==> src/rtl/ping_pong_drain_ctrl.sv <==
// rtl/ping_pong_drain_ctrl.sv - two-bank result capture with valid/ready drain
// Write side fills one bank while the read side streams the other bank downstream.
module ping_pong_drain_ctrl #(
    parameter int DATA_WIDTH = 64,
    parameter int COL_Y      = 2,
    parameter int NUM_ROWS   = 4
) (
    input  logic                  clk,
    input  logic                  rst_n,
    input  logic                  acc_done,
    input  logic [DATA_WIDTH-1:0] acc_data,
    output logic                  acc_ready,
    output logic                  out_valid,
    output logic [DATA_WIDTH-1:0] out_data,
    input  logic                  out_ready,
    output logic                  out_last,
    output logic [((NUM_ROWS > 1) ? $clog2(NUM_ROWS) : 1)-1:0] out_row_idx,
    output logic                  frame_done,
    output logic [1:0]            bank_full,
    output logic                  overflow
);

    localparam int AW = $clog2(COL_Y);
    localparam int RW = (NUM_ROWS > 1) ? $clog2(NUM_ROWS) : 1;
    localparam logic [AW-1:0] LAST_ADDR = AW'(COL_Y - 1);
    localparam logic [RW-1:0] LAST_ROW  = RW'(NUM_ROWS - 1);

    typedef enum logic {
        RD_IDLE   = 1'b0,
        RD_STREAM = 1'b1
    } rd_state_t;

    rd_state_t             r_state;
    rd_state_t             w_state_nxt;

    logic [DATA_WIDTH-1:0] r_bank0 [COL_Y];
    logic [DATA_WIDTH-1:0] r_bank1 [COL_Y];

    logic [1:0]            r_full;
    logic                  r_wr_bank;
    logic [AW-1:0]         r_wr_addr;
    logic                  r_rd_bank;
    logic [AW-1:0]         r_rd_addr;
    logic [RW-1:0]         r_row_cnt;
    logic                  r_out_valid;
    logic [DATA_WIDTH-1:0] r_out_data;
    logic                  r_frame_done;
    logic                  r_overflow;

    logic                  w_wr_fire;
    logic                  w_wr_last;
    logic [1:0]            w_full_set;
    logic [1:0]            w_full_clr;
    logic                  w_hs;
    logic                  w_rd_last;
    logic                  w_load;
    logic                  w_rd_done;
    logic                  w_valid_nxt;
    logic [AW-1:0]         w_rd_addr_nxt;
    logic [DATA_WIDTH-1:0] w_rd_word;
    logic                  w_frame_end;

    assign acc_ready  = ~r_full[r_wr_bank];
    assign w_wr_fire  = acc_done && acc_ready;
    assign w_wr_last  = (r_wr_addr == LAST_ADDR);
    assign w_hs       = r_out_valid && out_ready;
    assign w_rd_last  = (r_rd_addr == LAST_ADDR);

    // Set and clear always hit different bits: writes only fill empty banks, reads only drain full ones.
    assign w_full_set[0] = w_wr_fire && w_wr_last && !r_wr_bank;
    assign w_full_set[1] = w_wr_fire && w_wr_last &&  r_wr_bank;
    assign w_full_clr[0] = w_rd_done && !r_rd_bank;
    assign w_full_clr[1] = w_rd_done &&  r_rd_bank;

    assign w_frame_end = w_rd_done && (r_row_cnt == LAST_ROW);
    assign w_rd_word   = r_rd_bank ? r_bank1[w_rd_addr_nxt] : r_bank0[w_rd_addr_nxt];

    always_ff @(posedge clk) begin
        if (w_wr_fire) begin
            if (r_wr_bank) begin
                r_bank1[r_wr_addr] <= acc_data;
            end else begin
                r_bank0[r_wr_addr] <= acc_data;
            end
        end
    end

    always_ff @(posedge clk or negedge rst_n) begin
        if (!rst_n) begin
            r_full     <= 2'b00;
            r_wr_bank  <= 1'b0;
            r_wr_addr  <= '0;
            r_overflow <= 1'b0;
        end else begin
            r_full <= (r_full | w_full_set) & ~w_full_clr;
            if (w_wr_fire) begin
                if (w_wr_last) begin
                    r_wr_bank <= ~r_wr_bank;
                    r_wr_addr <= '0;
                end else begin
                    r_wr_addr <= r_wr_addr + AW'(1);
                end
            end else if (acc_done) begin
                r_overflow <= 1'b1;
            end
        end
    end

    always_ff @(posedge clk or negedge rst_n) begin
        if (!rst_n) begin
            r_state <= RD_IDLE;
        end else begin
            r_state <= w_state_nxt;
        end
    end

    always_comb begin
        w_state_nxt   = r_state;
        w_load        = 1'b0;
        w_rd_done     = 1'b0;
        w_valid_nxt   = r_out_valid;
        w_rd_addr_nxt = r_rd_addr;
        case (r_state)
            RD_IDLE: begin
                if (r_full[r_rd_bank]) begin
                    w_state_nxt   = RD_STREAM;
                    w_load        = 1'b1;
                    w_valid_nxt   = 1'b1;
                    w_rd_addr_nxt = '0;
                end
            end
            RD_STREAM: begin
                if (w_hs) begin
                    if (w_rd_last) begin
                        w_state_nxt = RD_IDLE;
                        w_rd_done   = 1'b1;
                        w_valid_nxt = 1'b0;
                    end else begin
                        w_load        = 1'b1;
                        w_valid_nxt   = 1'b1;
                        w_rd_addr_nxt = r_rd_addr + AW'(1);
                    end
                end
            end
            default: w_state_nxt = RD_IDLE;
        endcase
    end

    always_ff @(posedge clk or negedge rst_n) begin
        if (!rst_n) begin
            r_rd_bank    <= 1'b0;
            r_rd_addr    <= '0;
            r_row_cnt    <= '0;
            r_out_valid  <= 1'b0;
            r_out_data   <= '0;
            r_frame_done <= 1'b0;
        end else begin
            r_rd_addr    <= w_rd_addr_nxt;
            r_out_valid  <= w_valid_nxt;
            r_frame_done <= w_frame_end;
            if (w_load) begin
                r_out_data <= w_rd_word;
            end
            if (w_rd_done) begin
                r_rd_bank <= ~r_rd_bank;
                r_row_cnt <= w_frame_end ? '0 : r_row_cnt + RW'(1);
            end
        end
    end

    assign out_valid   = r_out_valid;
    assign out_data    = r_out_data;
    assign out_last    = r_out_valid && w_rd_last;
    assign out_row_idx = r_row_cnt;
    assign frame_done  = r_frame_done;
    assign bank_full   = r_full;
    assign overflow    = r_overflow;

endmodule

==> config.mk <==
export PLATFORM = sky130hd
export DESIGN_NAME = ping_pong_drain_ctrl
export DESIGN_NICKNAME = d
export VERILOG_FILES = /design/src/rtl/ping_pong_drain_ctrl.sv
export SDC_FILE = /design/constraint.sdc
export NUM_CORES = 1
export LEC_CHECK = 0
export BUFFER_PORTS_ARGS = -buffer_cell sky130_fd_sc_hd__buf_2
export CAP_MARGIN = 10
export CORE_MARGIN = 2
export CORE_UTILIZATION = 30
export CTS_CLUSTER_SIZE = 30
export DETAILED_ROUTE_END_ITERATION = 8
export RECOVER_POWER = 25
export SETUP_SLACK_MARGIN = 0.4
export SYNTH_ARGS = -nofsm -noshare
export SYNTH_HDL_FRONTEND = slang
export SYNTH_SLANG_ARGS = --single-unit
==> constraint.sdc <==
create_clock -name clk -period 5.97 [get_ports clk]
set_input_delay 0.597 -clock clk [delete_from_list [all_inputs] [get_ports clk]]
set_output_delay 0.597 -clock clk [all_outputs]
set_load 0.03 [all_outputs]
==> impl_metrics.toml <==
[route]
drc = 0
vias_per_cell = 4.756
drtIter0Drc = 512
vias = 7753
drtAntennaViolNets = 0
dr.pass1.iters = 4
wl_mm = 32.86
routedWlPerCell_um = 20.16

[sta]
final.period_utilization_pct = 53.95
worst_pin_slew_ps = 1021
post-route-min-period_ps = 3221
fin_worst_skew_ps = 14.17
setup_tns_ps = 0
max_clock_freq_mhz = 310.5
rsz0062_at_grt = "false"
slew_viol_final = 0
hold_viol = 0
slew_headroom_pct = 31.96
setup_viol = 0

[status]
outcome = "finished clean"

[setup_path]
worst_r2r_startpoint = "r_rd_bank$_DFFE_PN0P_"
criticalPathCategory = "reg2reg"
endpoint = "out_data[14]$_DFFE_PN0P_"
ff2ff_setup_slack_ps = 2750
cp.buffers_inverters = 1
path_max_fanout = 90
crit_required_ps = 6370
crit_family = "flip-flops"
endpoint_kind = "flip-flop"
cp-startpoint = "r_rd_bank$_DFFE_PN0P_"
crit_slowest_cell = "dfrtp_4"
critPathMaxStageDelay_ps = 960
path_depth = 5
crit_chain = "mux2i_1, nor2_4, buf_4, a21oi_1, o32a_1"
start_kind = "flip-flop"
worst_ep_arrival_time_ps = 3620
r2r_cells = 5
worstReg2RegEnd = "out_data[14]$_DFFE_PN0P_"

[clock_tree]
ctsResizeCount = 0
cts_buffers = 37
cts_sinks = 332
hold_buffers = 0
h-tree-depth = 2
root_buffer = "clkbuf_16"
cts_tree = "built"
clkLatencyLatePin_ps = 520
clk_path_buf_depth = 3
cts_setup_buffers = 0
cts.clk_slew.worst_paths_ps = 60

[logic_synthesis]
yosys-top-cells-area = "edfxtp_1 (59%), dfrtp_1 (15%), o32a_1 (4.9%)"
synth_top_cell_by_area = "edfxtp_1"
synth_seq_area_share_pct = 73.61
netlist_instances = 885
yosys_most_used_dff = "edfxtp_1"
synth_edf_count = 256
avgSynthCellArea_um2 = 14.72
synthDistinctLibCells = 33
synth_area_um2 = 13030
ys_seq_elements = 332
synthArstFlopShare_pct = 22.89
synth_top_area_share_pct = 59.01
syn-num-nets = 954
ys.warnings.count = 0

[final_layout]
fin_nets = 1084
drive_gt1_share_pct = 16.59
fin_area_um2 = 15440
fillers = 4159
area_delta_synth_final_pct = 18.51

[grt]
grt_pass1_vias = 8274
globalRouteTotalUtil_pct = 14.67
grt_max_degree = 108
grt_pass1_wl_mm = 50.10
grt_overflow = 0
antenna_found_initial = 7

[floorplanning]
die_y_um = 212.4
start_util_pct = 30.31
ios = 141
num_rows = 76
die_x_um = 212.4
fp.dieArea_um2 = 45110
core-area_um2 = 42980

[pwr]
p_leak_nw = 5.237
intPower_w = 0.005417
seqPwrFrac_pct = 39.1
switching_power_w = 0.003217
switching_share_pct = 37.26
pwr-share-clk_pct = 26.2
ir_worst_vdd_uv = 234.7
combPwrFrac_pct = 34.7
power_density_nw_per_um2 = 559.3

[place]
dpl-instance-area_um2 = 14280
portBuffers = 140
gp_congestion = 0.6860
dp_hpwl_mm = 17.89

[worst_hold_path]
worstHoldPathType = "in2async"

[run]
drv_cap = 0
-- worst min path at each step --
| stage | start | cells after the start | slack (ps) | endpoint |
|---|---|---|---|---|
| floorplan | rst_n | 0 | 300 | bank_full[0]$_DFF_PN0_ |
| global placement | overflow$_DFFE_PN0P_ | 1 | 450 | overflow$_DFFE_PN0P_ |
| detailed placement | out_data[63]$_DFFE_PN0P_ | 1 | 480 | out_data[63]$_DFFE_PN0P_ |
| CTS | rst_n | 1 | 70 | out_data[40]$_DFFE_PN0P_ |
| global route | rst_n | 1 | 90 | out_data[58]$_DFFE_PN0P_ |
| finish | rst_n | 1 | 70 | out_data[58]$_DFFE_PN0P_ |
-- layout by cell type (no fill, tap or decap), types with 3 or more instances in the layout --
| master | count |
|---|---|
| clkinv_2 | 6 |
| a21oi_1 | 66 |
| o32a_1 | 64 |
| a21boi_0 | 63 |
| nor3b_1 | 64 |
| edfxtp_1 | 256 |
| nand2b_1 | 66 |
| clkinvlp_4 | 4 |
| buf_2 | 88 |
| bufinv_16 | 3 |
| inv_1 | 4 |
| nor2_1 | 5 |
| clkbuf_1 | 60 |
| dfrtp_1 | 75 |
| nor2_4 | 4 |
| nand2_1 | 131 |
| buf_4 | 14 |
| clkbuf_16 | 39 |
-- sequential cells by signal, indices dropped and copies added, names as in the netlist --
name,cells
bank_full,2
r_wr_addr,1
r_rd_addr,1
r_rd_bank,1
r_wr_bank,1
r_bank1,128
r_bank0,128
overflow,1
r_state,1
out_data,64
out_row_idx,2
out_valid,1
frame_done,1
-- synth_stat cells, types with 2 or more instances --
cell type    n
a21o_1       2
dfrtp_1     76
mux2i_1      2
xnor2_1      2
inv_1        4
edfxtp_1   256
nand2b_1    67
nor3_1       3
buf_6        7
and2_1       2
a21boi_0    63
nor3b_1     64
a21oi_1     66
nand2_1    131
buf_2       39
clkbuf_1    12
buf_4        4
o32a_1      64
nor2_1       7
-- power groups by stage --
stage | clock [W] | sequential, W | combinational, W
floorplan | 0 | 0.00375 | 0.00178
global placement | 0 | 0.00342 | 0.00299
detailed placement | 0 | 0.00343 | 0.00305
CTS | 0.00231 | 0.00339 | 0.00306
global route | 0.00241 | 0.00344 | 0.00328
finish | 0.00226 | 0.00338 | 0.00299
-- kinds of logic after synthesis --
logic type / after synthesis / share of synthesized area (%)
buffers and inverters: 66 / 2.795
AO/OA/AOI/OAI: 201 / 11.67
AND/OR/NAND/NOR: 280 / 11.46
flip-flops: 332 / 73.61
adder cells (fa/ha/maj): 1 / 0.09603
XOR/XNOR: 2 / 0.1345
multiplexers: 3 / 0.2401
-- metal layers --
metal / routed length [um] / part of all wire (%) / vias up / GRT usage [%]
met2: 15270 / 46 / 203 / 23.54
met5: 66 / 0.20 / - / 0
li1: - / - / 3571 / -
met4: 542 / 1.6 / 10 / 3.593
met1: 14590 / 44 / 3919 / 19.22
met3: 2391 / 7.3 / 50 / 4.801
-- worst reg2reg max path, stage by stage (launching register included) --
cell and delay (ps):
dfrtp_4 960, mux2i_1 330, nor2_4 640, buf_4 660, a21oi_1 130, o32a_1 370
-- stage by stage --
stage	util, %	power (W)	setup slack (ps)	instances	hold WS, ps
after detailed placement	33.22	0.006479	2679	1561	481.8
after global placement	33.22	0.006410	2778	1561	455.0
final	35.92	0.008634	2749	1630	65.69
after CTS	36.06	0.008763	2674	1628	72.10
after floorplan	-	0.005528	2006	885	301.4
after global routing	35.91	0.009139	2514	1628	85.28
-- final cells by class --
| cell class | count | area, um^2 | share of cell area (%) |
|---|---|---|---|
| inverters | 4 | 15.01 | 0.09725 |
| multi-input cells | 487 | 3139 | 20.33 |
| well taps | 585 | 732.0 | 4.741 |
| clock buffers | 50 | 1037 | 6.718 |
| flip-flops and latches | 332 | 9593 | 62.14 |
| clock inverters | 17 | 180.2 | 1.167 |
| diodes | 2 | 5.005 | 0.03242 |
| repair buffers | 153 | 737.0 | 4.773 |
(Power assumes the default switching activity.)
